[src/rtl/eq_chk_pkg.sv]
// eq_chk_pkg: shared state encoding and sizing helpers for the equivalence stream checker
package eq_chk_pkg;
  typedef enum logic [4:0] {
    IDLE  = 5'b00001,
    RUN   = 5'b00010,
    DRAIN = 5'b00100,
    PASS  = 5'b01000,
    FAIL  = 5'b10000
  } eq_chk_state_t;
  function automatic int fifo_ptr_w(int depth);
    return $clog2(depth);
  endfunction
endpackage

[src/rtl/eq_chk_fifo.sv]
// eq_chk_fifo: synchronous FIFO with flush, power-of-two depth
module eq_chk_fifo import eq_chk_pkg::*; #(
  parameter int WIDTH = 8,
  parameter int DEPTH = 4
) (
  input  logic             clk,
  input  logic             rst_n,
  input  logic             clr,
  input  logic             push,
  input  logic             pop,
  input  logic [WIDTH-1:0] wdata,
  output logic [WIDTH-1:0] rdata,
  output logic             full,
  output logic             empty
);
  localparam int PW = fifo_ptr_w(DEPTH);
  logic [WIDTH-1:0] mem [DEPTH];
  logic [PW-1:0] wr_ptr, rd_ptr;
  logic [PW:0] cnt;
  logic do_push, do_pop;
  assign full = cnt == (PW+1)'(DEPTH);
  assign empty = cnt == '0;
  assign do_push = push & ~full;
  assign do_pop = pop & ~empty;
  assign rdata = mem[rd_ptr];
  always_ff @(posedge clk or negedge rst_n)
    if (!rst_n) begin
      wr_ptr <= '0;
      rd_ptr <= '0;
      cnt <= '0;
    end else if (clr) begin
      wr_ptr <= '0;
      rd_ptr <= '0;
      cnt <= '0;
    end else begin
      if (do_push) wr_ptr <= wr_ptr + 1'b1;
      if (do_pop) rd_ptr <= rd_ptr + 1'b1;
      cnt <= cnt + (PW+1)'(do_push) - (PW+1)'(do_pop);
    end
  always_ff @(posedge clk)
    if (do_push && !clr) mem[wr_ptr] <= wdata;
endmodule

[config.mk]
export PLATFORM = sky130hd
export DESIGN_NAME = eq_chk_fifo
export DESIGN_NICKNAME = d
export VERILOG_FILES = /design/src/rtl/eq_chk_pkg.sv /design/src/rtl/eq_chk_fifo.sv
export SDC_FILE = /design/constraint.sdc
export NUM_CORES = 1
export LEC_CHECK = 0
export ABC_AREA = 0
export CORE_AREA = 2 2 71 66
export CTS_CLUSTER_DIAMETER = 30
export DETAILED_ROUTE_END_ITERATION = 8
export DIE_AREA = 0 0 73 68
export SYNTH_ARGS = -nofsm -noshare
export SYNTH_HDL_FRONTEND = slang
export SYNTH_SLANG_ARGS = --single-unit
export TNS_END_PERCENT = 1
[constraint.sdc]
create_clock -name clk -period 3.47 [get_ports clk]
set_input_delay 0.5205 -clock clk [delete_from_list [all_inputs] [get_ports clk]]
set_output_delay 0.5205 -clock clk [all_outputs]
set_load 0.05 [all_outputs]
Yosys cells after proc, flatten, opt, wreduce, memory -nomap -nowiden:

Memories as Yosys holds them, arrays and structs flattened.
Index checks and enable logic that the tools add are counted.
W data, S select, Z words.

* bits in registers: 7
* memory bits (writable): 32
* input port bits: 13
* output and inout bits: 10
* memories kept: 1

Memories
* mem: depth 4, bits a word 8, rd ports 1, clocked after Yosys merged registers in 0, wr ports 1, RTL line eq_chk_fifo.sv:17 `logic [WIDTH-1:0] mem [DEPTH];`

* add/subtract/negate cells: 4
* eq/ne operators: 1
* muxes and demuxes: 7
* bitwise logic cells: 4
* reduce and logical (&&, ||, !) cells: 5

Operators with widths (count)
* $mux W2: 4
* $add A2 B1 Y2 const B: 2
* $reduce_bool A2 Y1: 2
* $add A3 B1 Y3: 1
* $eq A3 B3 Y1 const B: 1
* $logic_not A3 Y1: 1
* $mux W3: 1
* $sub A3 B1 Y3: 1
* $and A1 B1 Y1: 2
* $mux W1: 2
* $not A1 Y1: 2
* $logic_and A1 B1 Y1: 1
* $logic_not A1 Y1: 1

Depth between registers and ports, before layout:

* depth after elaboration: 6
* depth in mapped cells: 10
* mapped depth without buffers: 10

Least setup slack after synthesis:

OpenSTA, ideal clock, no wires.

* path kind: register -> register
* start: reg cnt[1]
* end: reg cnt[2]
* setup time: 0.129 ns
* arrival: 2.441 ns
* data required time: 3.341 ns
* path slack: 0.900 ns
* cell stages (with the launch flop): 11
* clock period less this slack: 2.570 ns
* path through: dfrtp_1 > nor3b_2 > nor2_1 > inv_1 > ha_1 > inv_1 > ha_1 > inv_1 > fa_1 > xnor2_1 > nor2_1

* word-level cells in the longest chain between the ends: 6
* elaborated cells between the ends (all ways): 9

RTL lines
* from (decl): RTL line eq_chk_fifo.sv:19 `logic [PW:0] cnt;`
* from (signal assigned): RTL line eq_chk_fifo.sv:38 `cnt <= cnt + (PW+1)'(do_push) - (PW+1)'(do_pop);`
* $eq A3 B3 Y1: RTL line eq_chk_fifo.sv:21 `assign full = cnt == (PW+1)'(DEPTH);`
* via full: RTL line eq_chk_fifo.sv:13 `output logic full,`
* $not A1 Y1: RTL line eq_chk_fifo.sv:23 `assign do_push = push & ~full;`
* $and A1 B1 Y1: RTL line eq_chk_fifo.sv:23
* $add A3 B1 Y3: RTL line eq_chk_fifo.sv:38
* $sub A3 B1 Y3: RTL line eq_chk_fifo.sv:38
* $mux W3: RTL line eq_chk_fifo.sv:31 `end else if (clr) begin`

The timed path passes the listed nets, and every way through them passes these cells.
A chain may end at the register's enable or synchronous reset.

Final worst setup path:

* start: reg rd_ptr[0]
* end: out rdata[4]

* word-level cells in the longest chain between the ends: 1

RTL lines
* from (decl): RTL line eq_chk_fifo.sv:18 `logic [PW-1:0] wr_ptr, rd_ptr;`
* from (signal assigned): RTL line eq_chk_fifo.sv:37 `if (do_pop) rd_ptr <= rd_ptr + 1'b1;`
* $mem_v2 Z4 W8
* to (decl): RTL line eq_chk_fifo.sv:12 `output logic [WIDTH-1:0] rdata,`

Every way passes these cells.

==> impl_metrics.toml <==
[status]
status = "complete, no violations"

[clock_network]
clock_latency_ns = 0.28
htree_levels = 2
cts-root-buf = "clkbuf_8"
cts.sinks = 39
numCtsBuffers = 5
clkTransAtPathRegs_ns = 0.07
post_cts_resized = 0
cts_setup_buffers = 0
cts_buffer_depth = 2
cts_tree = "yes"
holdBufCountCts = 0

[floorplan]
core_mm2 = 0.00429
io_pins = 23
fp.dieArea_mm2 = 0.00496
rows = 23
chipWidth_um = 73
die_y_um = 68
initial_core_util_pct = 37.8

[worst_setup_path]
max_stage_delay_ns = 0.72
cpMaxStageDelayCell = "dfrtp_1"
crit_chain = "mux4_2 > clkdlybuf4s50_1"
path_class = "flip-flop to output port"
critical_path_arrival_ns = 2.30
start_kind = "flip-flop"
end_kind = "output port"
cp_data_required_time_ns = 2.95
cp_max_fo = 10

[detailed_routing]
wl_mm = 2.58
drtIter0Drc = 38
wl_per_cell_um = 15.4
firstDrtPassIters = 3
vias_per_cell = 4.90
ant_nets = 0
drc_errors = 0
dr_total_vias = 818

[final_layout]
finalNetCount = 136
area_delta_synth_final_pct = 21.2
antenna_cells = 0
drive_gt1_share_pct = 12.0
fin_util_pct = 45.8

[placement]
dpl.hpwl_mm = 1.82
port_buffers = 22
place_congestion = 0.669
place_ws_ns = 0.900

[synth]
synth_warnings = 0
muxShareOfSynthArea_pct = 11.7
syn_inst = 90
synth_nets = 110
syn_avg_cell_area_um2 = 18.0
synth_top_family_by_area = "multiplexers"
synth-seq-cells = 39
yosys.area_share.adder_pct = 5.87
post_synth_and_or_nand_nor_area_fraction_pct = 6.03
synth_xor_area_share_pct = 1.62
yosysUniqueCellTypes = 23
seq_area_frac_synth_pct = 70.2
syn_area_mm2 = 0.00162
synth-compound-area-share_pct = 1.70

[pwr]
power.total_mw = 1.37
p_leak_nw = 0.697
ir_drop_v = 0.000327
power_density_mw_per_mm2 = 698

[grt]
grt_pass1_vias = 935
grt_start_max_net_pins = 12
grt_antenna_before_repair = 0
grt_util_met3_pct = 3.68
grt_pass1_wl_mm = 4.38
grt-ovfl-total = 0
grt-busiest-layer = "met2"
grt_usage_pct = 12.6
use_met2_pct = 22.1
met1_usage_pct = 13.6

[sta]
whs_ns = 0.496
worstMarginPinSlew_ns = 0.589
tns_ns = 0
timing.fmax_ghz = 0.354
period_minus_slack_ns = 2.82
setup_viol = 0
slew_violations = 0
rsz0062_at_grt = "no"
fin_crit_sh_pct = 81.3
relSlewSlack_pct = 60.7
hold_viol = 0
clock_skew_ns = 0.00661
fin_ws_ns = 0.648

[flow_run]
drv_cap = 0

[min_path]
hold_path.class = "input pin to async pin"
==> registers in the layout (all words and copies together) (netlist names) <==
name,count
mem,32
cnt,3
wr_ptr,2
rd_ptr,2
==> cell usage in the layout (no fill, tap or decap), types with 4 or more instances in the layout <==
| cell type | n |
|---|---|
| and2_1 | 4 |
| clkdlybuf4s50_1 | 22 |
| dfrtp_1 | 7 |
| edfxtp_1 | 32 |
| ha_1 | 6 |
| nor2_1 | 4 |
| clkbuf_8 | 5 |
| mux4_2 | 8 |
| inv_1 | 7 |
==> cells by family after synthesis <==
group	Yosys count
AOI/OAI and AO/OA	5
xor gates and xnor gates	3
adders and majority gates	7
buffers and inverters	10
DFF	39
muxes	9
and+or+nand+nor	17
==> path summary, 6_finish.rpt <==
| path | startpoint | depth (start not counted) | slack, ns | to |
|---|---|---|---|---|
| max | rd_ptr[0] | 2 | 0.65 | rdata[4] |
| min | rst_n | 1 | 0.50 | cnt[1] |
| max reg2reg | cnt[1] | 9 | 1.29 | cnt[2] |
| min reg2reg | wr_ptr[1] | 2 | 0.59 | wr_ptr[1] |
| max in group asynchronous | rst_n | 1 | 2.73 | rd_ptr[0] |
| min in group clk | wr_ptr[1] | 2 | 0.59 | wr_ptr[1] |
==> layer usage <==
metal | part of all wire, % | wire length (um) | vias to the layer above
li1 | - | - | 387
met2 | 54 | 1390 | 17
met1 | 40 | 1040 | 408
met3 | 3.6 | 94 | 6
met4 | 1.9 | 50 | 0
met5 | 0 | 0 | -
==> layout make-up <==
cell class | instances | area [um^2]
fill | 381 | 2330
sequential | 39 | 1140
multi-input combinational | 41 | 437
timing repair buffer | 22 | 220
clock buffer | 6 | 72.6
tap | 50 | 62.6
inverter | 7 | 26.3
clock inverter | 2 | 7.51
==> through the flow <==
step,area [um^2],std cells
floorplan,1620,90
global placement,1880,159
detailed placement,1880,159
CTS,1960,167
global route,1960,167
finish,1960,167
==> critical path: cells and delay by family, from the launching register on <==
family | cells | cell delay, ns
flip-flops | 1 | 0.72
buffers and inverters | 1 | 0.71
multiplexers | 1 | 0.58
==> power breakdown <==
| part | switching, mW | total, mW | internal, mW |
|---|---|---|---|
| Clock | 0.142 | 0.279 | 0.137 |
| Combinational | 0.273 | 0.476 | 0.203 |
| Sequential | 0.0620 | 0.613 | 0.551 |
==> cells in the mapped netlist <==
library cell | n | share of area (%)
o31ai_1 | 1 | 0.46
edfxtp_1 | 32 | 59
fa_1 | 1 | 1.2
or3_1 | 2 | 0.77
nor3b_2 | 1 | 0.77
nor2_1 | 4 | 0.93
ha_1 | 6 | 4.6
o21ai_0 | 2 | 0.62
clkbuf_1 | 1 | 0.23
xnor2_1 | 1 | 0.54
clkbuf_2 | 1 | 0.31
inv_1 | 7 | 1.6
a21oi_1 | 2 | 0.62
nor3_1 | 2 | 0.62
mux4_2 | 8 | 11
buf_6 | 1 | 0.70
and2_1 | 4 | 1.5
mux2i_1 | 1 | 0.62
nand2b_1 | 2 | 0.77
nor2b_1 | 1 | 0.39
nand2_1 | 1 | 0.23
dfrtp_1 | 7 | 11
xor2_1 | 2 | 1.1
No activity file was read; power rests on OpenSTA's default activity.
